### src/rtl/uart_pkg.sv
`default_nettype none
// ============================================================================
//  Module      : uart_pkg
//  Description : Shared UART definitions used by the RX front end, the
//                rx_uart deserialiser and the transmitter: receive front-end
//                FSM encoding, frame geometry, default oversampling ratio and
//                a 3-input majority helper.
//  Revision    : 1.0  initial release
// ============================================================================
package uart_pkg;

    // Receive front-end states; explicit 3-bit encoding.
    typedef enum logic [2:0] {
        RX_FE_IDLE      = 3'd0,
        RX_FE_START_CHK = 3'd1,
        RX_FE_DATA      = 3'd2,
        RX_FE_STOP      = 3'd3,
        RX_FE_WAIT_HIGH = 3'd4
    } rx_fe_state_t;

    localparam int UART_DATA_BITS          = 8;
    localparam int UART_FRAME_SLOTS        = 10;  // start + 8 data + stop
    localparam int UART_DEFAULT_OVERSAMPLE = 16;

    // Majority of three samples.
    function automatic logic maj3(input logic a, input logic b, input logic c);
        return (a & b) | (a & c) | (b & c);
    endfunction

endpackage
`default_nettype wire

### src/rtl/uart_baud_gen.sv
`default_nettype none
// ============================================================================
//  Module      : uart_baud_gen
//  Description : Oversampling timebase. Counts 0..DIV-1 and flags os_tick in
//                the last count of each period. A synchronous clear restarts
//                the period with the clearing cycle itself taken as count 0,
//                so the tick phase is locked to the event that caused it.
//  Ports       : clk     - system clock
//                rst     - asynchronous active-low reset
//                clear   - synchronous period restart
//                os_tick - high for one cycle at count DIV-1
//  Revision    : 1.0  initial release
// ============================================================================
module uart_baud_gen #(
    parameter int DIV = 10
) (
    input  logic clk,
    input  logic rst,
    input  logic clear,
    output logic os_tick
);

    localparam int             CW     = (DIV > 2) ? $clog2(DIV) : 1;
    localparam logic [CW-1:0]  c_last = CW'(DIV - 1);
    localparam logic [CW-1:0]  c_one  = CW'(1);

    logic [CW-1:0] r_cnt;

    always_ff @(posedge clk or negedge rst) begin
        if (!rst) begin
            r_cnt <= '0;
        end else if (clear) begin
            // The clearing cycle counts as phase 0.
            r_cnt <= c_one;
        end else if (r_cnt == c_last) begin
            r_cnt <= '0;
        end else begin
            r_cnt <= r_cnt + 1'b1;
        end
    end

    assign os_tick = (r_cnt == c_last);

endmodule
`default_nettype wire

### src/rtl/uart_rx_frontend.sv
`default_nettype none
// ============================================================================
//  Module      : uart_rx_frontend
//  Description : Line-side UART receive front end. Synchronises rx_line,
//                aligns the oversampled timebase to the start edge, qualifies
//                the start bit, majority-votes every bit around mid-bit and
//                drives the enable / clk_handle / rx_bit strobes of rx_uart.
//  Ports       : clk        - system clock
//                rst        - asynchronous active-low reset
//                rx_line    - raw serial input, idle high
//                enable     - pulse: start bit confirmed
//                clk_handle - pulse per bit slot (10 per frame)
//                rx_bit     - voted bit, valid with clk_handle
//                frame_err  - pulse: stop bit voted 0 (with clk_handle #10)
//                busy       - frame in progress
//  Revision    : 1.0  initial release
// ============================================================================
module uart_rx_frontend
    import uart_pkg::*;
#(
    parameter int CLK_FREQ   = 50_000_000,
    parameter int BAUD       = 115200,
    parameter int OVERSAMPLE = UART_DEFAULT_OVERSAMPLE
) (
    input  logic clk,
    input  logic rst,
    input  logic rx_line,
    output logic enable,
    output logic clk_handle,
    output logic rx_bit,
    output logic frame_err,
    output logic busy
);

    localparam int DIV = CLK_FREQ / (BAUD * OVERSAMPLE);
    localparam int M   = OVERSAMPLE / 2;
    localparam int SW  = $clog2(OVERSAMPLE);
    localparam int BW  = $clog2(UART_FRAME_SLOTS);

    localparam logic [SW-1:0] c_sub_last  = SW'(OVERSAMPLE - 1);
    localparam logic [SW-1:0] c_sub_lo    = SW'(M - 1);
    localparam logic [SW-1:0] c_sub_mid   = SW'(M);
    localparam logic [SW-1:0] c_sub_vote  = SW'(M + 1);
    localparam logic [SW-1:0] c_sub_start = SW'(M + 2);
    localparam logic [BW-1:0] c_bit_data  = BW'(UART_DATA_BITS);
    localparam logic [BW-1:0] c_bit_last  = BW'(UART_FRAME_SLOTS - 1);

    if (DIV < 2) begin : g_div_chk
        $error("uart_rx_frontend: CLK_FREQ/(BAUD*OVERSAMPLE) must be >= 2");
    end
    if (OVERSAMPLE < 8) begin : g_os_chk
        $error("uart_rx_frontend: OVERSAMPLE must be >= 8");
    end

    // Input synchroniser plus one extra stage for edge detection.
    logic r_sync1, r_sync2, r_sync3;

    always_ff @(posedge clk or negedge rst) begin
        if (!rst) begin
            r_sync1 <= 1'b1;
            r_sync2 <= 1'b1;
            r_sync3 <= 1'b1;
        end else begin
            r_sync1 <= rx_line;
            r_sync2 <= r_sync1;
            r_sync3 <= r_sync2;
        end
    end

    rx_fe_state_t   r_state;
    logic [SW-1:0]  r_sub;
    logic [BW-1:0]  r_bitn;
    logic           r_s_lo, r_s_mid;
    logic           r_start_ok;

    logic w_fall, w_clear, w_tick, w_vote_now, w_vote;

    assign w_fall     = r_sync3 & ~r_sync2;
    assign w_clear    = (r_state == RX_FE_IDLE) & w_fall;
    assign w_vote_now = w_tick & (r_sub == c_sub_vote);
    // Third sample is the live synced line at the vote tick.
    assign w_vote     = maj3(r_s_lo, r_s_mid, r_sync2);

    uart_baud_gen #(.DIV(DIV)) u_baud (
        .clk     (clk),
        .rst     (rst),
        .clear   (w_clear),
        .os_tick (w_tick)
    );

    // Sub-tick / bit counters and the two early mid-bit samples.
    always_ff @(posedge clk or negedge rst) begin
        if (!rst) begin
            r_sub   <= '0;
            r_bitn  <= '0;
            r_s_lo  <= 1'b1;
            r_s_mid <= 1'b1;
        end else if (w_clear) begin
            r_sub  <= '0;
            r_bitn <= '0;
        end else if (w_tick) begin
            if (r_sub == c_sub_last) begin
                r_sub  <= '0;
                r_bitn <= (r_bitn == c_bit_last) ? '0 : r_bitn + 1'b1;
            end else begin
                r_sub <= r_sub + 1'b1;
            end
            if (r_sub == c_sub_lo)  r_s_lo  <= r_sync2;
            if (r_sub == c_sub_mid) r_s_mid <= r_sync2;
        end
    end

    always_ff @(posedge clk or negedge rst) begin
        if (!rst) begin
            r_state    <= RX_FE_IDLE;
            r_start_ok <= 1'b0;
            enable     <= 1'b0;
            clk_handle <= 1'b0;
            rx_bit     <= 1'b1;
            frame_err  <= 1'b0;
            busy       <= 1'b0;
        end else begin
            enable     <= 1'b0;
            clk_handle <= 1'b0;
            frame_err  <= 1'b0;
            case (r_state)
                RX_FE_IDLE: begin
                    busy <= 1'b0;
                    if (w_fall) begin
                        r_state    <= RX_FE_START_CHK;
                        r_start_ok <= 1'b0;
                        busy       <= 1'b1;
                    end
                end
                RX_FE_START_CHK: begin
                    if (!r_start_ok) begin
                        if (w_vote_now) begin
                            if (w_vote) begin
                                // Glitch: drop back silently.
                                r_state <= RX_FE_IDLE;
                                busy    <= 1'b0;
                            end else begin
                                enable     <= 1'b1;
                                rx_bit     <= 1'b0;
                                r_start_ok <= 1'b1;
                            end
                        end
                    end else if (w_tick && (r_sub == c_sub_start)) begin
                        // Strobe #1 trails enable by one sub-tick.
                        clk_handle <= 1'b1;
                        r_state    <= RX_FE_DATA;
                    end
                end
                RX_FE_DATA: begin
                    if (w_vote_now) begin
                        rx_bit     <= w_vote;
                        clk_handle <= 1'b1;
                        if (r_bitn == c_bit_data) r_state <= RX_FE_STOP;
                    end
                end
                RX_FE_STOP: begin
                    if (w_vote_now) begin
                        rx_bit     <= w_vote;
                        clk_handle <= 1'b1;
                        if (w_vote) begin
                            // Re-armed at mid-stop so a back-to-back start
                            // edge is not missed.
                            r_state <= RX_FE_IDLE;
                            busy    <= 1'b0;
                        end else begin
                            frame_err <= 1'b1;
                            r_state   <= RX_FE_WAIT_HIGH;
                        end
                    end
                end
                RX_FE_WAIT_HIGH: begin
                    // A held-low line must not be taken as a new start.
                    if (r_sync2) begin
                        r_state <= RX_FE_IDLE;
                        busy    <= 1'b0;
                    end
                end
                default: begin
                    r_state <= RX_FE_IDLE;
                    busy    <= 1'b0;
                end
            endcase
        end
    end

endmodule
`default_nettype wire

### config.mk
export PLATFORM = sky130hd
export DESIGN_NAME = uart_rx_frontend
export DESIGN_NICKNAME = d
export VERILOG_FILES = /design/src/rtl/uart_pkg.sv /design/src/rtl/uart_baud_gen.sv /design/src/rtl/uart_rx_frontend.sv
export SDC_FILE = /design/constraint.sdc
export NUM_CORES = 1
export LEC_CHECK = 0
export BUFFER_PORTS_ARGS = -buffer_cell sky130_fd_sc_hd__buf_2
export CORE_MARGIN = 5
export CORE_UTILIZATION = 49
export DETAILED_ROUTE_END_ITERATION = 8
export GPL_TIMING_DRIVEN = 0
export HOLD_SLACK_MARGIN = 0.1
export PLACE_DENSITY = 0.67
export SLEW_MARGIN = 40
export SYNTH_ARGS = -nofsm -noshare
export SYNTH_HDL_FRONTEND = slang
export SYNTH_SLANG_ARGS = --single-unit
export TNS_END_PERCENT = 50
### constraint.sdc
create_clock -name clk -period 3.1 [get_ports clk]
set_input_delay 0.465 -clock clk [delete_from_list [all_inputs] [get_ports clk]]
set_output_delay 0.465 -clock clk [all_outputs]
set_load 0.01 [all_outputs]
# Word-level counts from Yosys, hierarchy flattened
# Index checks and enable logic that the tools add are counted.
# op_classes
addsub	3
multipliers	0
div_mod_pow	0
magnitude_cmp	0
n_eq_ne	24
n_shift	0
n_mux	43
n_bitwise	11
reduce_logical	14
# ops
op	count
two-way mux 3 bit	10
two-way mux 4 bit	7
equality test 4 bit (second input constant)	6
two-way mux 1 bit	19
!= test 2 bit (second input constant)	8
one-hot mux 3 bit (5 select lines)	1
two-way mux 5 bit	2
!= test 3 bit (second input constant)	3
AND reduction 3 bit	3
adder 4 x 1 -> 4 bit (second input constant)	2
AND reduction 8 bit	1
nonzero test 2 bit	4
bitwise AND 1 bit	6
equality test 3 x 2 -> 1 bit (second input constant)	2
one-hot mux 1 bit (2 select lines)	3
adder 5 x 1 -> 5 bit (second input constant)	1
equality test 5 bit (second input constant)	1
one-hot mux 1 bit (5 select lines)	1
AND reduction 5 bit	1
equality test 4 x 3 -> 1 bit (second input constant)	1
AND reduction 2 bit	2
equality test 3 x 1 -> 1 bit (second input constant)	1
equality test 3 bit (second input constant)	1
zero test 3 bit	1
5 further kinds	8
# word_totals
ff_bits	27
latchBits	0
ramBits	0
mem_bits_ro	0
input_bits	3
output_inout_bits	5
wordCells	110
mem_count	0

# Longest topological paths before layout
# depth
word_depth	7
ltp_mapped	7
depth_no_buf	6

# Modules after synthesis
# A second synthesis with hierarchy kept.
# hier_totals
hier_cells	139
hier_area_um2	1372.6
# by_module_without_submodules
module	n_inst	cells_each	area_per_inst_um2	seq_area_each_um2
uart_rx_frontend	1	113	1109.8	558.0
uart_baud_gen	1	26	262.8	125.1

# Worst setup path before layout
# No wires, ideal clock.
# synth_path
path_type	reg-to-reg
from	register r_sync3
to	register r_s_lo
setup_time_ns	0.085
arrival_time_ns	1.699
required_ns	3.015
slack_ns	1.317
stages_incl_launch_ff	6
n_path_buf	1
period_less_slack_ns	1.783
cell_sequence	dfstp_2 > or3b_4 > or3_1 > buf_2 > nand4b_2 > mux2_1
# synth_via
elab_chain_cells	4
# synth_lines
element	line_no	text
start, declared	uart_rx_frontend.sv:56	logic r_sync1, r_sync2, r_sync3;
start signal, assigned	uart_rx_frontend.sv:66	r_sync3 <= r_sync2;
bitwise AND 1 bit	uart_rx_frontend.sv:78	assign w_fall = r_sync3 & ~r_sync2;
bitwise AND 1 bit	uart_rx_frontend.sv:79	assign w_clear = (r_state == RX_FE_IDLE) & w_fall;
inverter 1 bit (no source line)	--	
AND reduction 3 bit (no source line)	--	
end signal, assigned	uart_rx_frontend.sv:108	if (r_sub == c_sub_lo) r_s_lo <= r_sync2;
end, declared	uart_rx_frontend.sv:73	logic r_s_lo, r_s_mid;
# No other way between the ends.
# A chain may end at the register's enable or synchronous reset.

# Worst setup path in the final report
# layout_path
from	register u_baud.r_cnt[0]
to	register busy
# layout_via
elab_chain_cells	5
# layout_lines
element	line_no	text
start, declared	uart_baud_gen.sv:27	logic [CW-1:0] r_cnt;
start signal, assigned	uart_baud_gen.sv:34	r_cnt <= c_one;
start signal, assigned	uart_baud_gen.sv:38	r_cnt <= r_cnt + 1'b1;
equality test 5 bit *	uart_baud_gen.sv:42	assign os_tick = (r_cnt == c_last);
bitwise AND 1 bit *	uart_rx_frontend.sv:80	assign w_vote_now = w_tick & (r_sub == c_sub_vote);
two-way mux 1 bit *	--	
two-way mux 1 bit	--	
one-hot mux 1 bit (5 select lines) *	--	
end signal, assigned	uart_rx_frontend.sv:121	busy <= 1'b0;
end signal, assigned	uart_rx_frontend.sv:128	busy <= 1'b0;
end signal, assigned	uart_rx_frontend.sv:132	busy <= 1'b1;
end, declared	uart_rx_frontend.sv:32	output logic busy
# Every way passes the cells marked *; elsewhere a longest branch is shown, timed or not. The select of a mux whose other input is x is not followed.

==> results.md <==
- RSZ-0062 raised after global routing: false
- H-tree levels: 1
- Row count: 19
- Syn Nets: 145
- Remaining Overflow, GRT: 0
- CTS resizes: 0
- Initial Util: 0.512
- Arrival time at the worst endpoint: ~2300 ps
- Vias per std cell: between 5 and 6
- Hold WC Path Type: in -> async
- Mean post-synth cell area: slightly above 10 um2
- Peak VDD IR: roughly 0.43 mV
- Library cells used by synthesis: 46
- Final Instance Area: about 0.0015 mm2
- Met3 WL: roughly 100 um
- Minimum clock period: 2110 ps
- Ys async rst share: 1.00
- GP Congestion: 0.846
- Number of diodes: 0
- Most frequent cells in the layout: 21 x dfrtp_1, 15 x nor2_1, 10 x nand2_1, 8 x buf_2
- Die ar.: a little over 0.004 mm2
- Max Cap Viol: 0
- Leakage: about 0.74 nW
- Final Net Count: roughly 160
- Status: complete, no violations
- Area share of the largest cell type after synthesis: 0.372
- Largest fanout on the critical path: 10
- Post-Syn Area: 0.00141 mm2
- PortBufs: 7
- Post-DP HPWL: around 1900 um
- Clock Pin Slew Worst Setup and Hold Paths: approximately 140 ps
- Max Freq: around 470 MHz
- DRC errors left: 0
- Core area: roughly 0.0028 mm2
- Final setup viols: 0
- Least-Margin Pin Slew: 678 ps
- Pin count of the biggest net entering global routing: 28
- Area Growth Syn to Fin: 7.17%
- Clock Skew: between 3 and 4 ps
- YS warnings: 0
- Met1 WL: approximately 1100 um
- Vias in the first global route: 967
- Max Used Layer: met4
- Ports: 8
- Top Family by Delay on Critical Path: simple AND/OR/NAND/NOR gates
- CTS max path bufs: 2
- Layout cell share with drive strength beyond 1: 0.190
- Worst hold margin: ~110 ps
- First-pass GRT wire length: 4460 um
- WL/cell: roughly 14 um
- Kind of critical path: reg -> reg
- DR iter-0 viols: 99
- Hold-fix buffers at CTS: 0
- CTS Buf Count: 3
- Clock Sink Count: 27
- Skew-Pair Late Insertion Delay: 320 ps
- Non-Filler Instances: between 150 and 200
- CP peak stage delay: between 600 and 700 ps
- Root buf cell: clkbuf_4
- Worst setup EP type: flop
- Die Y: 63.7 um
- Initial antenna violation count: 0
- Final period utilization: 0.682
- Instance area at placement: 0.00149 mm2
- Max-slew headroom: 0.546
- Seq/Total Area, Yosys: 0.484
- Final ANT Viol Nets: 0
- Final Slew Violations: 0
- Total GRT Usage: 0.140
- Mapped Cells: roughly 140
- Final WL: about 2600 um
- Drt first pass iters: 4
- Final Hold Vio Count: 0
- WL met2: 1300 um
- DP Cell Count: ~170
- Worst path required time: around 3300 ps
- Post-CTS Setup Bufs: 0
- Power Density: about 540 mW/mm2
- Critical path startpoint category: flop
- Via count: 1052
- Synthesis-stage register bit count: 27
- Commonest non-fill, non-tap cell in the layout: dfrtp_1
- EDFF count, synth: 0
- Synth top area cells: dfrtp_1 37%, dfstp_2 11%, ha_1 5.3%
- Crit path cell chain: inv_1 > ha_1 > nand4b_4 > nor3b_2 > a31oi_1 > o32a_1
- Crit path max-delay cell type: nor3b_2
- Area leader, netlist: dfrtp_1
- Leading register cell type out of synthesis: dfrtp_1
- Crit path buf inv count: 1
- Die X: ~64 um
- CTS tree: yes
- Sum of negative setup slack: 0 ps
path summary, 6_finish.rpt:
check,from,to,slack (ps),depth (start not counted)
max in group asynchronous,rst,r_sync3$_DFF_PN1_,2600,1
min in group clk,rx_line,r_sync1$_DFF_PN1_,220,1
hold reg to reg,r_sync1$_DFF_PN1_,r_sync2$_DFF_PN1_,370,0
hold / removal,rst,frame_err$_DFF_PN0_,110,1
setup reg to reg,u_baud.r_cnt[0]$_DFF_PN0_,busy$_DFFE_PN0P_,990,6
setup / recovery,u_baud.r_cnt[0]$_DFF_PN0_,busy$_DFFE_PN0P_,990,6
stage by stage:
step,power (mW),setup WS [ps],utilization
5_1_grt,0.884,843,0.549
2_1_floorplan,0.623,1320,-
6_report,0.816,986,0.549
3_5_place_dp,0.678,1040,0.539
3_3_place_gp,0.664,1120,0.539
4_1_cts,0.829,1030,0.549
worst register-to-register path, cell delays in order, from the launching register on:
cell and delay, ps:
dfrtp_1 440, inv_1 70, ha_1 210, nand4b_4 150, nor3b_2 610, a31oi_1 210
o32a_1 320
flip-flops by register name, summed over array words and instances (netlist names), 3 cells and up:
name / count
r_bitn: 4
u_baud.r_cnt: 5
r_state: 3
r_sub: 4
metal layers:
metal,vias to the layer above,track usage
met3,4,0.0249
met2,20,0.230
li1,510,-
met1,518,0.174
met4,0,0.0727
met5,-,0
Yosys cell counts (all sizes together), types with 2 or more instances:
cell type / n
nor3b: 2
and2: 2
a311oi: 2
xor2: 4
and3: 3
nor3: 4
nand3: 7
inv: 7
a21o: 3
nand4b: 2
a31oi: 3
buf: 2
o21ai: 5
ha: 6
nand2: 10
a21oi: 4
nand2b: 2
a31o: 2
clkbuf: 3
dfrtp: 21
dfstp: 6
nor2: 15
xnor2: 2
kinds of logic after synthesis:
group,share of synthesized area
muxes,0.0151
AOI/OAI and AO/OA,0.149
xor gates and xnor gates,0.0372
DFF,0.484
buffers and inverters,0.0381
and+or+nand+nor,0.217
adders and majority gates,0.0602
layout make-up:
type	instances	area [um2]
inverters	7	26.3
clock buffers	3	22.5
multi-input cells	97	676
plain buffers	5	27.5
fillers	260	1240
clock inverters	1	5.00
flip-flops and latches	27	683
well taps	31	38.8
repair buffers	7	35.0
where the power goes:
| part | switching, mW | total (mW) | internal, mW |
|---|---|---|---|
| Sequential | 0.0652 | 0.472 | 0.406 |
| Combinational | 0.106 | 0.197 | 0.0912 |
| Clock | 0.0994 | 0.148 | 0.0483 |
Note: power is estimated with default switching activity, not from simulation.
